### src/rtl/bus_uart_pkg.sv
// ============================================================================
// bus_uart_pkg : shared state encodings and err-vector bit indices
// Rev 1.0
// ============================================================================
`default_nettype none

package bus_uart_pkg;

  typedef enum logic [2:0] {
    ST_IDLE   = 3'd0,
    ST_START  = 3'd1,
    ST_DATA   = 3'd2,
    ST_PARITY = 3'd3,
    ST_STOP   = 3'd4
  } uart_state_e;

  localparam int ERR_TX_OVF = 0;
  localparam int ERR_RX_OVF = 1;
  localparam int ERR_FRAME  = 2;

  function automatic logic even_par(input logic [7:0] b);
    return ^b;
  endfunction

endpackage

`default_nettype wire

### src/rtl/bus_uart_fifo.sv
// ============================================================================
// bus_uart_fifo : byte FIFO with extra-MSB pointers, head visible combinationally
// Rev 1.0
// ============================================================================
`default_nettype none

module bus_uart_fifo #(
  parameter int DEPTH = 4,
  parameter int WIDTH = 8
) (
  input  logic             clk,
  input  logic             rst,
  input  logic             push,
  input  logic             pop,
  input  logic [WIDTH-1:0] wdata,
  output logic [WIDTH-1:0] head,
  output logic             full,
  output logic             empty
);

  localparam int AW = $clog2(DEPTH);

  logic [WIDTH-1:0] mem_q [DEPTH];
  logic [AW:0]      wr_ptr_q, wr_ptr_d;
  logic [AW:0]      rd_ptr_q, rd_ptr_d;
  logic             do_push, do_pop;

  assign empty = (wr_ptr_q == rd_ptr_q);
  assign full  = (wr_ptr_q[AW] != rd_ptr_q[AW]) &&
                 (wr_ptr_q[AW-1:0] == rd_ptr_q[AW-1:0]);
  assign head  = mem_q[rd_ptr_q[AW-1:0]];

  // A pop frees the slot a simultaneous push into a full FIFO lands in.
  always_comb begin
    do_pop   = pop && !empty;
    do_push  = push && (!full || do_pop);
    wr_ptr_d = do_push ? wr_ptr_q + 1'b1 : wr_ptr_q;
    rd_ptr_d = do_pop  ? rd_ptr_q + 1'b1 : rd_ptr_q;
  end

  always_ff @(posedge clk or posedge rst) begin
    if (rst) begin
      wr_ptr_q <= '0;
      rd_ptr_q <= '0;
    end else begin
      wr_ptr_q <= wr_ptr_d;
      rd_ptr_q <= rd_ptr_d;
    end
  end

  always_ff @(posedge clk) begin
    if (do_push) mem_q[wr_ptr_q[AW-1:0]] <= wdata;
  end

endmodule

`default_nettype wire

### src/rtl/bus_uart.sv
// ============================================================================
// bus_uart : P874x external-bus UART, TX/RX FIFOs, sticky errors, T1/INTb status
// Optional even parity when BUS_UART_PARITY_EN is defined (8E1), else 8N1.
// Rev 1.0
// ============================================================================
`default_nettype none

module bus_uart
  import bus_uart_pkg::*;
#(
  parameter int CLK_DIV    = 104,
  parameter int FIFO_DEPTH = 4
) (
  input  logic       clk,
  input  logic       rst,
  input  logic       wrb,
  input  logic       db_oeb,
  input  logic [7:0] db_wdata,
  input  logic       rdb,
  output logic [7:0] db_rdata,
  input  logic       rxd,
  output logic       txd,
  output logic       rx_nempty,
  output logic       intb,
  output logic       tx_full,
  input  logic       err_clr,
  output logic [2:0] err
);

  localparam int             CW       = $clog2(CLK_DIV);
  localparam logic [CW-1:0]  CNT_FULL = CW'(CLK_DIV - 1);
  localparam logic [CW-1:0]  CNT_HALF = CW'(CLK_DIV / 2 - 1);
  localparam logic [CW-1:0]  CNT_ONE  = CW'(1);

  logic       tx_push, tx_pop, tx_empty;
  logic [7:0] tx_head;
  logic       rx_push, rx_pop, rx_empty, rx_full;
  logic [7:0] rx_head;

  uart_state_e   tx_state_q, tx_state_d;
  logic [CW-1:0] tx_cnt_q, tx_cnt_d;
  logic [2:0]    tx_bit_q, tx_bit_d;
  logic [7:0]    tx_byte_q, tx_byte_d;
  logic          txd_q, txd_d;

  uart_state_e   rx_state_q, rx_state_d;
  logic [CW-1:0] rx_cnt_q, rx_cnt_d;
  logic [2:0]    rx_bit_q, rx_bit_d;
  logic [7:0]    rx_shift_q, rx_shift_d;
  logic          rxd_meta_q, rxd_sync_q, rxd_prev_q;
  logic          rx_par_bad, rx_frame_set;

  logic [2:0]    err_q, err_d, err_set;
  logic          rx_nempty_q;

  assign tx_push   = !wrb && !db_oeb;
  assign rx_pop    = !rdb;
  assign db_rdata  = rx_empty ? 8'hFF : rx_head;
  assign txd       = txd_q;
  assign rx_nempty = rx_nempty_q;
  assign intb      = ~rx_nempty_q;
  assign err       = err_q;

  bus_uart_fifo #(.DEPTH(FIFO_DEPTH), .WIDTH(8)) u_tx_fifo (
    .clk(clk), .rst(rst), .push(tx_push), .pop(tx_pop), .wdata(db_wdata),
    .head(tx_head), .full(tx_full), .empty(tx_empty)
  );

  bus_uart_fifo #(.DEPTH(FIFO_DEPTH), .WIDTH(8)) u_rx_fifo (
    .clk(clk), .rst(rst), .push(rx_push), .pop(rx_pop), .wdata(rx_shift_q),
    .head(rx_head), .full(rx_full), .empty(rx_empty)
  );

  // TX: txd is registered, so it drops on the same edge the byte leaves the FIFO.
  always_comb begin
    tx_state_d = tx_state_q;
    tx_cnt_d   = tx_cnt_q;
    tx_bit_d   = tx_bit_q;
    tx_byte_d  = tx_byte_q;
    txd_d      = txd_q;
    tx_pop     = 1'b0;
    case (tx_state_q)
      ST_IDLE: begin
        txd_d = 1'b1;
        if (!tx_empty) begin
          tx_pop     = 1'b1;
          tx_byte_d  = tx_head;
          tx_cnt_d   = CNT_FULL;
          tx_bit_d   = 3'd0;
          txd_d      = 1'b0;
          tx_state_d = ST_START;
        end
      end
      ST_START: begin
        tx_cnt_d = tx_cnt_q - CNT_ONE;
        if (tx_cnt_q == '0) begin
          tx_cnt_d   = CNT_FULL;
          txd_d      = tx_byte_q[0];
          tx_state_d = ST_DATA;
        end
      end
      ST_DATA: begin
        tx_cnt_d = tx_cnt_q - CNT_ONE;
        if (tx_cnt_q == '0) begin
          tx_cnt_d = CNT_FULL;
          if (tx_bit_q == 3'd7) begin
`ifdef BUS_UART_PARITY_EN
            txd_d      = even_par(tx_byte_q);
            tx_state_d = ST_PARITY;
`else
            txd_d      = 1'b1;
            tx_state_d = ST_STOP;
`endif
          end else begin
            tx_bit_d = tx_bit_q + 3'd1;
            txd_d    = tx_byte_q[tx_bit_d];
          end
        end
      end
`ifdef BUS_UART_PARITY_EN
      ST_PARITY: begin
        tx_cnt_d = tx_cnt_q - CNT_ONE;
        if (tx_cnt_q == '0) begin
          tx_cnt_d   = CNT_FULL;
          txd_d      = 1'b1;
          tx_state_d = ST_STOP;
        end
      end
`endif
      ST_STOP: begin
        tx_cnt_d = tx_cnt_q - CNT_ONE;
        if (tx_cnt_q == '0) tx_state_d = ST_IDLE;
      end
      default: begin
        txd_d      = 1'b1;
        tx_state_d = ST_IDLE;
      end
    endcase
  end

  always_ff @(posedge clk or posedge rst) begin
    if (rst) begin
      tx_state_q <= ST_IDLE;
      tx_cnt_q   <= '0;
      tx_bit_q   <= '0;
      tx_byte_q  <= '0;
      txd_q      <= 1'b1;
    end else begin
      tx_state_q <= tx_state_d;
      tx_cnt_q   <= tx_cnt_d;
      tx_bit_q   <= tx_bit_d;
      tx_byte_q  <= tx_byte_d;
      txd_q      <= txd_d;
    end
  end

`ifdef BUS_UART_PARITY_EN
  logic rx_par_err_q, rx_par_err_d;
  assign rx_par_bad = rx_par_err_q;
`else
  assign rx_par_bad = 1'b0;
`endif

  // RX: a low STOP leaves rxd_prev low, so re-arming needs the line to rise first.
  always_comb begin
    rx_state_d   = rx_state_q;
    rx_cnt_d     = rx_cnt_q;
    rx_bit_d     = rx_bit_q;
    rx_shift_d   = rx_shift_q;
    rx_push      = 1'b0;
    rx_frame_set = 1'b0;
`ifdef BUS_UART_PARITY_EN
    rx_par_err_d = rx_par_err_q;
`endif
    case (rx_state_q)
      ST_IDLE: begin
        if (rxd_prev_q && !rxd_sync_q) begin
          rx_cnt_d   = CNT_HALF;
          rx_state_d = ST_START;
        end
      end
      ST_START: begin
        rx_cnt_d = rx_cnt_q - CNT_ONE;
        if (rx_cnt_q == '0) begin
          rx_cnt_d   = CNT_FULL;
          rx_bit_d   = 3'd0;
          rx_state_d = rxd_sync_q ? ST_IDLE : ST_DATA;
        end
      end
      ST_DATA: begin
        rx_cnt_d = rx_cnt_q - CNT_ONE;
        if (rx_cnt_q == '0) begin
          rx_cnt_d   = CNT_FULL;
          rx_shift_d = {rxd_sync_q, rx_shift_q[7:1]};
          rx_bit_d   = rx_bit_q + 3'd1;
          if (rx_bit_q == 3'd7) begin
`ifdef BUS_UART_PARITY_EN
            rx_state_d = ST_PARITY;
`else
            rx_state_d = ST_STOP;
`endif
          end
        end
      end
`ifdef BUS_UART_PARITY_EN
      ST_PARITY: begin
        rx_cnt_d = rx_cnt_q - CNT_ONE;
        if (rx_cnt_q == '0) begin
          rx_cnt_d     = CNT_FULL;
          rx_par_err_d = rxd_sync_q ^ even_par(rx_shift_q);
          rx_state_d   = ST_STOP;
        end
      end
`endif
      ST_STOP: begin
        rx_cnt_d = rx_cnt_q - CNT_ONE;
        if (rx_cnt_q == '0) begin
          rx_state_d = ST_IDLE;
          if (rxd_sync_q && !rx_par_bad) rx_push      = 1'b1;
          else                           rx_frame_set = 1'b1;
        end
      end
      default: rx_state_d = ST_IDLE;
    endcase
  end

  always_ff @(posedge clk or posedge rst) begin
    if (rst) begin
      rx_state_q   <= ST_IDLE;
      rx_cnt_q     <= '0;
      rx_bit_q     <= '0;
      rx_shift_q   <= '0;
      rxd_meta_q   <= 1'b1;
      rxd_sync_q   <= 1'b1;
      rxd_prev_q   <= 1'b1;
`ifdef BUS_UART_PARITY_EN
      rx_par_err_q <= 1'b0;
`endif
    end else begin
      rx_state_q   <= rx_state_d;
      rx_cnt_q     <= rx_cnt_d;
      rx_bit_q     <= rx_bit_d;
      rx_shift_q   <= rx_shift_d;
      rxd_meta_q   <= rxd;
      rxd_sync_q   <= rxd_meta_q;
      rxd_prev_q   <= rxd_sync_q;
`ifdef BUS_UART_PARITY_EN
      rx_par_err_q <= rx_par_err_d;
`endif
    end
  end

  // A new error in the err_clr cycle still sticks.
  always_comb begin
    err_set             = '0;
    err_set[ERR_TX_OVF] = tx_push && tx_full && !tx_pop;
    err_set[ERR_RX_OVF] = rx_push && rx_full && !(rx_pop && !rx_empty);
    err_set[ERR_FRAME]  = rx_frame_set;
    err_d               = (err_clr ? 3'b000 : err_q) | err_set;
  end

  always_ff @(posedge clk or posedge rst) begin
    if (rst) begin
      err_q       <= '0;
      rx_nempty_q <= 1'b0;
    end else begin
      err_q       <= err_d;
      rx_nempty_q <= !rx_empty;
    end
  end

endmodule

`default_nettype wire
### config.mk
export PLATFORM = sky130hd
export DESIGN_NAME = bus_uart
export DESIGN_NICKNAME = d
export VERILOG_FILES = /design/src/rtl/bus_uart_pkg.sv /design/src/rtl/bus_uart_fifo.sv /design/src/rtl/bus_uart.sv
export SDC_FILE = /design/constraint.sdc
export NUM_CORES = 1
export LEC_CHECK = 0
export ABC_AREA = 1
export BUFFER_PORTS_ARGS = -buffer_cell sky130_fd_sc_hd__buf_2
export CAP_MARGIN = 20
export CORE_UTILIZATION = 55
export DETAILED_ROUTE_END_ITERATION = 16
export GPL_ROUTABILITY_DRIVEN = 0
export GPL_TIMING_DRIVEN = 0
export MAX_ROUTING_LAYER = met4
export PLACE_DENSITY = 0.77
export SYNTH_ARGS = -nofsm -noshare
export SYNTH_HDL_FRONTEND = slang
export SYNTH_HIERARCHICAL = 1
export SYNTH_SLANG_ARGS = --single-unit
### constraint.sdc
create_clock -name clk -period 2.3 [get_ports clk]
set_input_delay 0.345 -clock clk [delete_from_list [all_inputs] [get_ports clk]]
set_output_delay 0.345 -clock clk [all_outputs]
set_load 0.005 [all_outputs]
==> flow_summary_export.csv <==
group,metric,value,unit
synth,synth_cells,593,
min_path,hp-start,"db_wdata[7]",
setup_path,critPathBufInv,3,
floorplanning,die_h,106,um
grt,grt_pass1_vias,4210,
synth,synthTopCellsByArea,"edfxtp_1 32%, dfrtp_1 24%, nand2_1 9.2%",
drt,firstDrtPassIters,5,
power,seqPwrFrac,33.3,%
place,hpwl,7690,um
clocking,cts.htree.levels,4,
outcome,status,"complete, no violations",
synth,synthesis.nets,625,
clocking,clockBufferDepth,2,
cells_and_area,final_area,0.00701,mm^2
drt,wirelength,11600,um
drt,dr_total_vias,4328,
synth,ys_seq_elements,126,
power,netSwitchingPower,3480,uW
drt,drt_iter0_markers,273,
grt,grt_first_pass_wirelength,19000,um
timing,skew,0.00907,ns
synth,synth_cell_types,38,
setup_path,r2r_cells,8,
floorplanning,rows,37,
synth,async_flop_share,49.2,%
setup_path,critPathLaunch,"u_rx_fifo/rd_ptr_q[0]",
synth,synth_area,0.00594,mm^2
synth,synth_top_area_share,32.4,%
grt,antenna_found_initial,0,
setup_path,worstReg2RegEnd,"u_rx_fifo/mem_q[2][7]",
place,place_area,0.00627,mm^2
setup_path,end_kind,"primary output",
timing,min_period,2.22,ns
drt,antenna_left,0,
timing,worst_slew_pin_slew,0.583,ns
timing,fmax,450,MHz
floorplanning,die_x,106,um
min_path,hold_class,"input pin to flip-flop",
clocking,insertion_delay,0.51,ns
power,clock_power_share,27.4,%
power,p_per_area,1330,mW/mm^2
setup_path,r2r-start,"rx_cnt_q[0]",
timing,setup_violations,0,
setup_path,r2r_slack,0.12,ns
power,power.total,9310,uW
setup_path,critPathCapture,"db_rdata[4]",
cells_and_area,utilization,67.3,%
setup_path,path_depth,6,
power,ir_worst_vdd,0.672,mV
floorplanning,io_pins,30,
setup_path,arrival,1.88,ns
floorplanning,core_area,0.0104,mm^2
clocking,cts_tree,"yes",
grt,grtUsageTotal,22.7,%
synth,synth-main-ff-cell,"edfxtp_1",
synth,ys_seq_area_share,58.6,%
synth,netlist.top_cell.by_area,"edfxtp_1",
power,comb_power_share,39.3,%
timing,relSlewSlack,61.0,%
setup_path,cp_top_family,"simple AND/OR/NAND/NOR gates",
drt,drc,0,
setup_path,cpMaxStageDelayCell,"dfrtp_1",
clocking,clock-sinks,126,
drt,wl_per_cell,14.6,um
timing,maxSlewViolCount,0,
cells_and_area,syn2layout_area_growth,18.0,%
synth,yosysWarningCount,6,
setup_path,required,1.96,ns
timing,finalCritPeriodShare,96.6,%
clocking,clkTransAtPathRegs,0.06,ns
power,p_sw_share,37.4,%
setup_path,cp_max_fo,16,
setup_path,startpoint_type,"flip-flop",
floorplanning,start_util,57.0,%
setup_path,path_class,"flip-flop to primary output",
synth,avgSynthCellArea,10.0,um^2
flow_run,cap_violations,0,
place,io_buffers,29,
cells_and_area,diodes,0,
drt,viasPerCell,5.42,
setup_path,cp_cell_sequence,"buf_12 > xnor2_4 > nand3_4 > inv_4 > or2_2 > buf_2",
synth,synth_edf_count,64,
grt,grt.overflow.total,0,
clocking,cts-root-buf,"clkbuf_8",
clocking,cts-buffers-inserted,17,
cells_and_area,drive_above_1_share,21.4,%
cells_and_area,nets,683,
floorplanning,die_area,0.0112,mm^2
grt,grt_max_degree,33,
power,leakagePower,0.00318,uW
timing,hold_viol,0,
power,p_int,5830,uW
setup_path,cp_slowest_stage_delay,0.41,ns
-- flip-flops by register name (all words and copies together) (netlist names), 3 cells and up --
| register | cells |
|---|---|
| rx_state_q | 3 |
| tx_state_q | 3 |
| tx_bit_q | 3 |
| rx_bit_q | 3 |
| err | 3 |
| u_rx_fifo/mem_q | 32 |
| u_tx_fifo/wr_ptr_q | 3 |
| u_tx_fifo/mem_q | 32 |
| u_rx_fifo/wr_ptr_q | 3 |
| u_rx_fifo/rd_ptr_q | 3 |
| rx_shift_q | 8 |
| rx_cnt_q | 7 |
| tx_cnt_q | 7 |
| tx_byte_q | 8 |
| u_tx_fifo/rd_ptr_q | 3 |
-- through the flow --
| stage | worst slack (ns) | TNS (ns) | cells | hold WS, ns |
|---|---|---|---|---|
| floorplan | 0.123 | 0 | 593 | 0.136 |
| global placement | -0.346 | -10.77 | 758 | 0.315 |
| detailed placement | -0.373 | -13.71 | 759 | 0.323 |
| CTS | -0.162 | -4.71 | 790 | 0.0168 |
| global route | -0.00114 | -0.00114 | 799 | 0.0223 |
| finish | 0.0792 | 0 | 799 | 0.0407 |
-- cell usage in the layout (no fill, tap or decap), types with 4 or more instances in the layout --
cell type  instances
nand2_1          144
edfxtp_1          64
dfrtp_1           58
inv_1             53
nor2_1            50
o21ai_0           39
nand3_1           38
buf_2             31
o22ai_1           17
ha_1              17
clkbuf_16         16
inv_2             12
o21ai_1           10
buf_4             10
xor2_1             9
or2_2              8
nor2_2             6
nand2_2            6
nor2_4             6
o21ai_2            4
nor3_1             4
a21oi_1            4
dfstp_2            4
-- worst min-delay path by stage --
stage,endpoint,slack [ns],cells after the start
floorplan,u_rx_fifo/rd_ptr_q[0],0.14,1
global placement,u_rx_fifo/rd_ptr_q[0],0.31,2
detailed placement,u_rx_fifo/rd_ptr_q[1],0.32,2
CTS,u_tx_fifo/mem_q[3][7],0.02,1
global route,u_tx_fifo/mem_q[0][6],0.02,1
finish,u_tx_fifo/mem_q[2][7],0.04,1
-- power groups by stage --
stage / Clock [uW] / Combinational (uW) / Sequential [uW]
CTS: 2600 / 3320 / 3080
global route: 2680 / 4100 / 3140
detailed placement: 0 / 3300 / 3120
floorplan: 0 / 2520 / 3050
global placement: 0 / 3160 / 3100
finish: 2560 / 3660 / 3100
-- kinds of logic (layout without fill, tap and decap cells) --
| logic type | count (synthesis) | count (layout) | share of synthesized area [%] |
|---|---|---|---|
| xor gates and xnor gates | 11 | 11 | 2.25 |
| adders and majority gates | 17 | 17 | 3.58 |
| and+or+nand+nor | 282 | 282 | 22.4 |
| DFF | 126 | 126 | 58.6 |
| buffers and inverters | 78 | 148 | 5.71 |
| AOI/OAI and AO/OA | 79 | 79 | 7.50 |
-- routing by layer --
metal  share of wire (%)  track usage (%)  wire [um]
met2                  52             38.1       6090
met3                 4.2             5.70        492
met5                   0                -          0
met4                 1.6             8.53        182
met1                  42             26.4       4890
-- cell type report --
class / count / area [um^2]
Multi-Input combinational cell: 389 / 2190
Timing Repair Buffer: 41 / 253
Buffer: 8 / 86.3
Tap cell: 136 / 170
Inverter: 68 / 268
Sequential cell: 126 / 3480
Clock buffer: 19 / 422
Fill cell: 758 / 3410
Clock inverter: 12 / 145
-- cell usage after synthesis (5+ instances only) --
| library cell | instances |
|---|---|
| nand2_1 | 145 |
| edfxtp_1 | 64 |
| dfrtp_1 | 58 |
| inv_1 | 58 |
| nor2_1 | 58 |
| o21ai_0 | 42 |
| nand3_1 | 38 |
| ha_1 | 17 |
| o22ai_1 | 17 |
| inv_2 | 9 |
| xor2_1 | 9 |
| or2_2 | 8 |
| o21ai_1 | 7 |
| nand2_2 | 5 |
| nand3_2 | 5 |
-- repair_timing --
| action | 4_1_cts | 5_1_grt |
|---|---|---|
| resized for setup | 10 | 21 |
| pin swaps | 0 | 3 |
| hold endpoints to repair | 31 | 0 |
| endpoints found under the setup margin | 72 | 40 |
| hold buffers | 2 | 0 |
| buffers inserted | 0 | 9 |
No activity file was read; power rests on OpenSTA's default activity.
